**config.mk**
```make
export PLATFORM = sky130hd
export DESIGN_NAME = matrix_addsub_seq
export DESIGN_NICKNAME = d
export VERILOG_FILES = /design/src/rtl/matrix_addsub_seq.sv
export SDC_FILE = /design/constraint.sdc
export NUM_CORES = 2
export LEC_CHECK = 0
export CAP_MARGIN = 25
export CORE_MARGIN = 3
export CORE_UTILIZATION = 31
export DETAILED_ROUTE_END_ITERATION = 12
export GPL_TIMING_DRIVEN = 0
export HOLD_SLACK_MARGIN = 0.02
export PLACE_DENSITY = 0.64
export SLEW_MARGIN = 20
export SYNTH_ARGS = -nofsm -noshare
export SYNTH_HDL_FRONTEND = slang
export SYNTH_SLANG_ARGS = --single-unit
```
**constraint.sdc**
```tcl
create_clock -name clk -period 53.8 [get_ports clk]
set_input_delay 16.14 -clock clk [delete_from_list [all_inputs] [get_ports clk]]
set_output_delay 16.14 -clock clk [all_outputs]
set_load 0.01 [all_outputs]
```
**src/rtl/matrix_addsub_seq.sv**
```systemverilog
// matrix_addsub_seq
// Sequential add/subtract of two square signed matrices (N x N, N = matrix_size+2,
// N <= MAX_DIM), dense row-major packing, LANES elements written per clock.
// Optional build macro: MATRIX_ADDSUB_SAT_EN -- when defined, overflowing elements
// saturate to the DATA_W signed limits; otherwise they wrap by truncation.
// ovf_mask / overflow behave the same in both builds.
module matrix_addsub_seq #(
    parameter int DATA_W  = 8,
    parameter int MAX_DIM = 5,
    parameter int LANES   = 1
) (
    input  logic                              clk,
    input  logic                              rst,
    input  logic                              start,
    input  logic                              op,
    input  logic [2:0]                        matrix_size,
    input  logic [MAX_DIM*MAX_DIM*DATA_W-1:0] matrix_A,
    input  logic [MAX_DIM*MAX_DIM*DATA_W-1:0] matrix_B,
    output logic                              busy,
    output logic                              done,
    output logic                              size_err,
    output logic [MAX_DIM*MAX_DIM*DATA_W-1:0] result_out,
    output logic                              overflow,
    output logic [MAX_DIM*MAX_DIM-1:0]        ovf_mask
);

    localparam int ELEMS = MAX_DIM * MAX_DIM;
    localparam int MAT_W = ELEMS * DATA_W;
    // Element counters: N*N <= 81 and index never exceeds 81+LANES, so 8 bits suffice
    localparam logic [3:0] MAX_N = 4'(MAX_DIM);

    typedef enum logic [1:0] {
        ST_IDLE = 2'd0,
        ST_RUN  = 2'd1,
        ST_DONE = 2'd2
    } state_e;

    // Sign-extended add or subtract; the DATA_W+1 bit result is always exact
    function automatic logic [DATA_W:0] wide_addsub(input logic [DATA_W-1:0] a,
                                                    input logic [DATA_W-1:0] b,
                                                    input logic              sub);
        logic [DATA_W:0] a_x;
        logic [DATA_W:0] b_x;
        a_x = {a[DATA_W-1], a};
        b_x = {b[DATA_W-1], b};
        if (sub) begin
            wide_addsub = a_x - b_x;
        end else begin
            wide_addsub = a_x + b_x;
        end
    endfunction

    // Exact result does not fit DATA_W bits when its top two bits disagree
    function automatic logic is_ovf(input logic [DATA_W:0] s);
        is_ovf = s[DATA_W] ^ s[DATA_W-1];
    endfunction

    // Reduce an exact result to DATA_W bits (saturating or wrapping)
    function automatic logic [DATA_W-1:0] fit_elem(input logic [DATA_W:0] s);
`ifdef MATRIX_ADDSUB_SAT_EN
        if (!is_ovf(s)) begin
            fit_elem = s[DATA_W-1:0];
        end else if (s[DATA_W]) begin
            fit_elem = {1'b1, {(DATA_W-1){1'b0}}};
        end else begin
            fit_elem = {1'b0, {(DATA_W-1){1'b1}}};
        end
`else
        fit_elem = s[DATA_W-1:0];
`endif
    endfunction

    state_e             state_q, state_d;
    logic [MAT_W-1:0]   a_q, a_d;
    logic [MAT_W-1:0]   b_q, b_d;
    logic               op_q, op_d;
    logic [7:0]         nn_q, nn_d;
    logic [7:0]         idx_q, idx_d;
    logic [MAT_W-1:0]   result_q, result_d;
    logic [ELEMS-1:0]   ovf_mask_q, ovf_mask_d;
    logic               busy_q, busy_d;
    logic               done_q, done_d;
    logic               size_err_q, size_err_d;

    logic [3:0]         n_s;
    logic [7:0]         nn_s;
    logic               last_s;
    logic [7:0]         lane_idx_s [LANES];
    logic [DATA_W-1:0]  lane_res_s [LANES];
    logic               lane_ovf_s [LANES];

    // Requested dimension, its element count and the final-batch test
    always_comb begin
        n_s    = {1'b0, matrix_size} + 4'd2;
        nn_s   = {4'd0, n_s} * {4'd0, n_s};
        last_s = ((idx_q + 8'(LANES)) >= nn_q);
    end

    // Per-lane operand fetch and arithmetic for the batch starting at idx_q
    always_comb begin
        logic [MAT_W-1:0]  a_sh;
        logic [MAT_W-1:0]  b_sh;
        logic [DATA_W:0]   wide;
        a_sh = {MAT_W{1'b0}};
        b_sh = {MAT_W{1'b0}};
        wide = {(DATA_W+1){1'b0}};
        for (int l = 0; l < LANES; l++) begin
            lane_idx_s[l] = idx_q + 8'(l);
            a_sh          = a_q >> ({24'd0, lane_idx_s[l]} * DATA_W);
            b_sh          = b_q >> ({24'd0, lane_idx_s[l]} * DATA_W);
            wide          = wide_addsub(a_sh[DATA_W-1:0], b_sh[DATA_W-1:0], op_q);
            lane_res_s[l] = fit_elem(wide);
            lane_ovf_s[l] = is_ovf(wide);
        end
    end

    // Control FSM next state, operand capture and batch write-back
    always_comb begin
        logic hit;
        hit        = 1'b0;
        state_d    = state_q;
        a_d        = a_q;
        b_d        = b_q;
        op_d       = op_q;
        nn_d       = nn_q;
        idx_d      = idx_q;
        result_d   = result_q;
        ovf_mask_d = ovf_mask_q;
        busy_d     = busy_q;
        done_d     = 1'b0;
        size_err_d = size_err_q;
        case (state_q)
            ST_IDLE: begin
                if (start) begin
                    a_d        = matrix_A;
                    b_d        = matrix_B;
                    op_d       = op;
                    nn_d       = nn_s;
                    idx_d      = 8'd0;
                    result_d   = {MAT_W{1'b0}};
                    ovf_mask_d = {ELEMS{1'b0}};
                    if (n_s > MAX_N) begin
                        // Oversized request: report and finish without computing
                        size_err_d = 1'b1;
                        busy_d     = 1'b0;
                        done_d     = 1'b1;
                        state_d    = ST_DONE;
                    end else begin
                        size_err_d = 1'b0;
                        busy_d     = 1'b1;
                        done_d     = 1'b0;
                        state_d    = ST_RUN;
                    end
                end else begin
                    state_d = ST_IDLE;
                end
            end
            ST_RUN: begin
                // Each element takes the lane that maps onto it, if that lane is active
                for (int e = 0; e < ELEMS; e++) begin
                    for (int l = 0; l < LANES; l++) begin
                        hit = (lane_idx_s[l] == 8'(e)) && (8'(e) < nn_q);
                        result_d[e*DATA_W +: DATA_W] = hit ? lane_res_s[l]
                                                           : result_d[e*DATA_W +: DATA_W];
                        ovf_mask_d[e] = hit ? lane_ovf_s[l] : ovf_mask_d[e];
                    end
                end
                idx_d = idx_q + 8'(LANES);
                if (last_s) begin
                    busy_d  = 1'b0;
                    done_d  = 1'b1;
                    state_d = ST_DONE;
                end else begin
                    state_d = ST_RUN;
                end
            end
            ST_DONE: begin
                state_d = ST_IDLE;
            end
            default: begin
                busy_d  = 1'b0;
                state_d = ST_IDLE;
            end
        endcase
    end

    // State and output registers with asynchronous reset
    always_ff @(posedge clk or posedge rst) begin
        if (rst) begin
            state_q    <= ST_IDLE;
            a_q        <= {MAT_W{1'b0}};
            b_q        <= {MAT_W{1'b0}};
            op_q       <= 1'b0;
            nn_q       <= 8'd0;
            idx_q      <= 8'd0;
            result_q   <= {MAT_W{1'b0}};
            ovf_mask_q <= {ELEMS{1'b0}};
            busy_q     <= 1'b0;
            done_q     <= 1'b0;
            size_err_q <= 1'b0;
        end else begin
            state_q    <= state_d;
            a_q        <= a_d;
            b_q        <= b_d;
            op_q       <= op_d;
            nn_q       <= nn_d;
            idx_q      <= idx_d;
            result_q   <= result_d;
            ovf_mask_q <= ovf_mask_d;
            busy_q     <= busy_d;
            done_q     <= done_d;
            size_err_q <= size_err_d;
        end
    end

    assign busy       = busy_q;
    assign done       = done_q;
    assign size_err   = size_err_q;
    assign result_out = result_q;
    assign ovf_mask   = ovf_mask_q;
    assign overflow   = |ovf_mask_q;

endmodule

```
==> flow_metrics.tcl <==
set metrics [dict create \
    area_growth_pct 36.49 \
    yosysWarnings 0 \
    synth_edf_count 0 \
    skew_ps 29.08 \
    r2r_start "idx_q[1]" \
    place_congestion 0.8755 \
    synth_ff_type "dfrtp_1" \
    setup_violations 0 \
    coreArea_sq_um 90840 \
    final_layout_size_suffix_gt1_share_pct 9.037 \
    drv_slew 0 \
    status "complete, no violations" \
    worstPathArrival_ps 20010 \
    crit_path_end_kind "flop" \
    cts_resized 0 \
    tightest_slew_ps 934.9 \
    reg2reg_depth 20 \
    antenna_found_initial 31 \
    drt_drc_violations_left 0 \
    wl_microns 113500 \
    wl_per_cell_microns 23.16 \
    clkTransAtPathRegs_ps 60 \
    ir_drop_mv 0.06833 \
    drv_cap 0 \
    synthCells 2942 \
    initial_utilization_pct 31.53 \
    max_freq_mhz 51.36 \
    clk_latency_ps 620 \
    power_density_nw_per_um2 66.61 \
    hold_start "b_q[81]" \
    grt_pass1_vias 24450 \
    io_buffers 635 \
    final_nets 4094 \
    vias_per_cell 4.921 \
    post_cts_buffers 0 \
    async_flop_share_pct 100.0 \
    final_cell_mix "1398 x nand2_1, 645 x dfrtp_1, 635 x clkdlybuf4s50_1" \
    drtAntennaViolNets 0 \
    crit_required_ps 54340 \
    tritoncts "built" \
    overflow 0 \
    die_x_microns 309.9 \
    reg2reg_slack_ps 46880 \
    dp_hpwl_microns 88360 \
    p_leak_nw 18.16 \
    rows 110 \
    cts_buffers 73 \
    ys_seq_elements 645 \
    num_vias 24110 \
    cts_root_buffer "clkbuf_16" \
    syn_area_per_cell_sq_um 9.734 \
    max-slew-margin-rel_pct 37.26 \
    synth.net_count 3377 \
    critPathLaunchType "input port" \
    ys_types 66 \
    htreeDepth 3 \
    hold_viol 0 \
    ys_top_cells_by_area "dfrtp_1 56%, nand2_1 18%, mux4_2 6.8%" \
    finalCriticalPeriod_ps 19470 \
    syn-cell-area_sq_um 28640 \
    utilization_pct 43.03 \
    io_pins 636 \
    synth_top_area_share_pct 56.36 \
    rsz0062_at_grt "false" \
    min_period_over_period_pct 36.19 \
    seq_area_frac_synth_pct 56.36 \
    grt_pass1_wl_microns 163000 \
    fp.dieArea_sq_um 96060 \
    grt_util_all_layers_pct 23.28 \
    path_max_fanout 10 \
    cts_buffer_depth 3 \
    fill_cells 8896 \
    hold_buffers 0 \
    hold_path_class "reg2reg" \
    synth.largest_area_cell "dfrtp_1" \
    first_pass_iters 7 \
    grt_max_degree 105 \
    crit_type "in2reg" \
    r2r-end "ovf_mask[8]" \
    tns_ps 0 \
    hold_depth 2 \
    die_y_microns 309.9 \
    min_to "b_q[81]" \
    drt_iter0_drc 1890 \
    clock_sink_count 645 \
    layout_commonest_cell "nand2_1" \
]
## where the power goes
| group | switching [mW] | leakage (nW) | total [mW] | internal, mW |
|---|---|---|---|---|
| Clock | 0.209 | 1.18 | 0.503 | 0.294 |
| Combinational | 0.810 | 8.75 | 1.31 | 0.498 |
| Sequential | 0.112 | 8.23 | 0.792 | 0.680 |
## synth_stat cells (8+ instances only)
library cell,number
nand2_1,1398
dfrtp_1,645
o21ai_0,155
clkbuf_1,145
mux4_2,86
mux2_2,80
nor2_1,56
mux2i_1,49
ha_1,27
a21oi_1,24
nand3_1,24
buf_2,23
inv_1,16
xnor2_1,14
a22oi_1,11
and2_1,11
a22o_1,10
o22ai_1,10
a21o_1,9
nor2b_1,9
o21ai_1,9
buf_4,8
nand2b_1,8
nor3_1,8
o31ai_1,8
xor2_1,8
## logic make-up after synthesis
logic type	synth area share, %
fa+ha+maj	1.250
mux	11.62
xor+xnor	0.8083
compound gates	5.759
flops	56.36
simple gates	21.19
buf+inv	3.010
## cell type report
class	count	area (sq um)	area share, %
Clock buffer	109	2215	5.666
Antenna cell	17	42.54	0.1088
Timing Repair Buffer	642	6526	16.70
Tap cell	1176	1471	3.764
Multi-Input combinational cell	2093	11640	29.78
Inverter	16	67.56	0.1729
Buffer	188	803.3	2.055
Clock inverter	14	180.2	0.4609
Sequential cell	645	16140	41.29
## how the worst max path moves through the flow
stage	start	end	depth (start not counted)
after floorplan	rst	a_q[0]	1
after global placement	rst	a_q[45]	2
after detailed placement	start	a_q[197]	10
after CTS	start	a_q[197]	10
after global routing	start	a_q[197]	10
final	start	a_q[197]	10
## flip-flops by register name (all words and copies together) (netlist names), 7 cells and up
name,count
idx_q,8
result_out,200
a_q,200
nn_q,7
ovf_mask,25
b_q,200
## layer usage
metal	global-route usage (%)	routed length (microns)	vias up
met1	28.71	45100	11820
met5	0	237	-
met2	39.78	55470	923
met3	5.588	8573	237
li1	-	-	11100
met4	8.459	4114	32
## per-stage QoR
stage | setup slack [ps] | hold WS, ps | power [mW] | area (sq um) | std cells
global route | 33990 | 483.5 | 2.778 | 39060 | 4888
finish | 34330 | 467.5 | 2.603 | 39090 | 4900
floorplan | 19590 | 437.6 | 1.554 | 28640 | 2942
global placement | 11420 | 451.3 | 2.095 | 36470 | 4753
detailed placement | 33580 | 456.5 | 2.121 | 36650 | 4760
CTS | 34220 | 470.1 | 2.632 | 39040 | 4883
## critical path, stage by stage
cell and delay, ps:
clkdlybuf4s50_1 500, nor2b_1 210, nor2b_1 150, clkbuf_1 330, clkbuf_1 440, clkbuf_2 590, clkbuf_1 600, buf_1 730
nand2_1 190, nand2_1 100
Power figures use the tool's default switching activity.
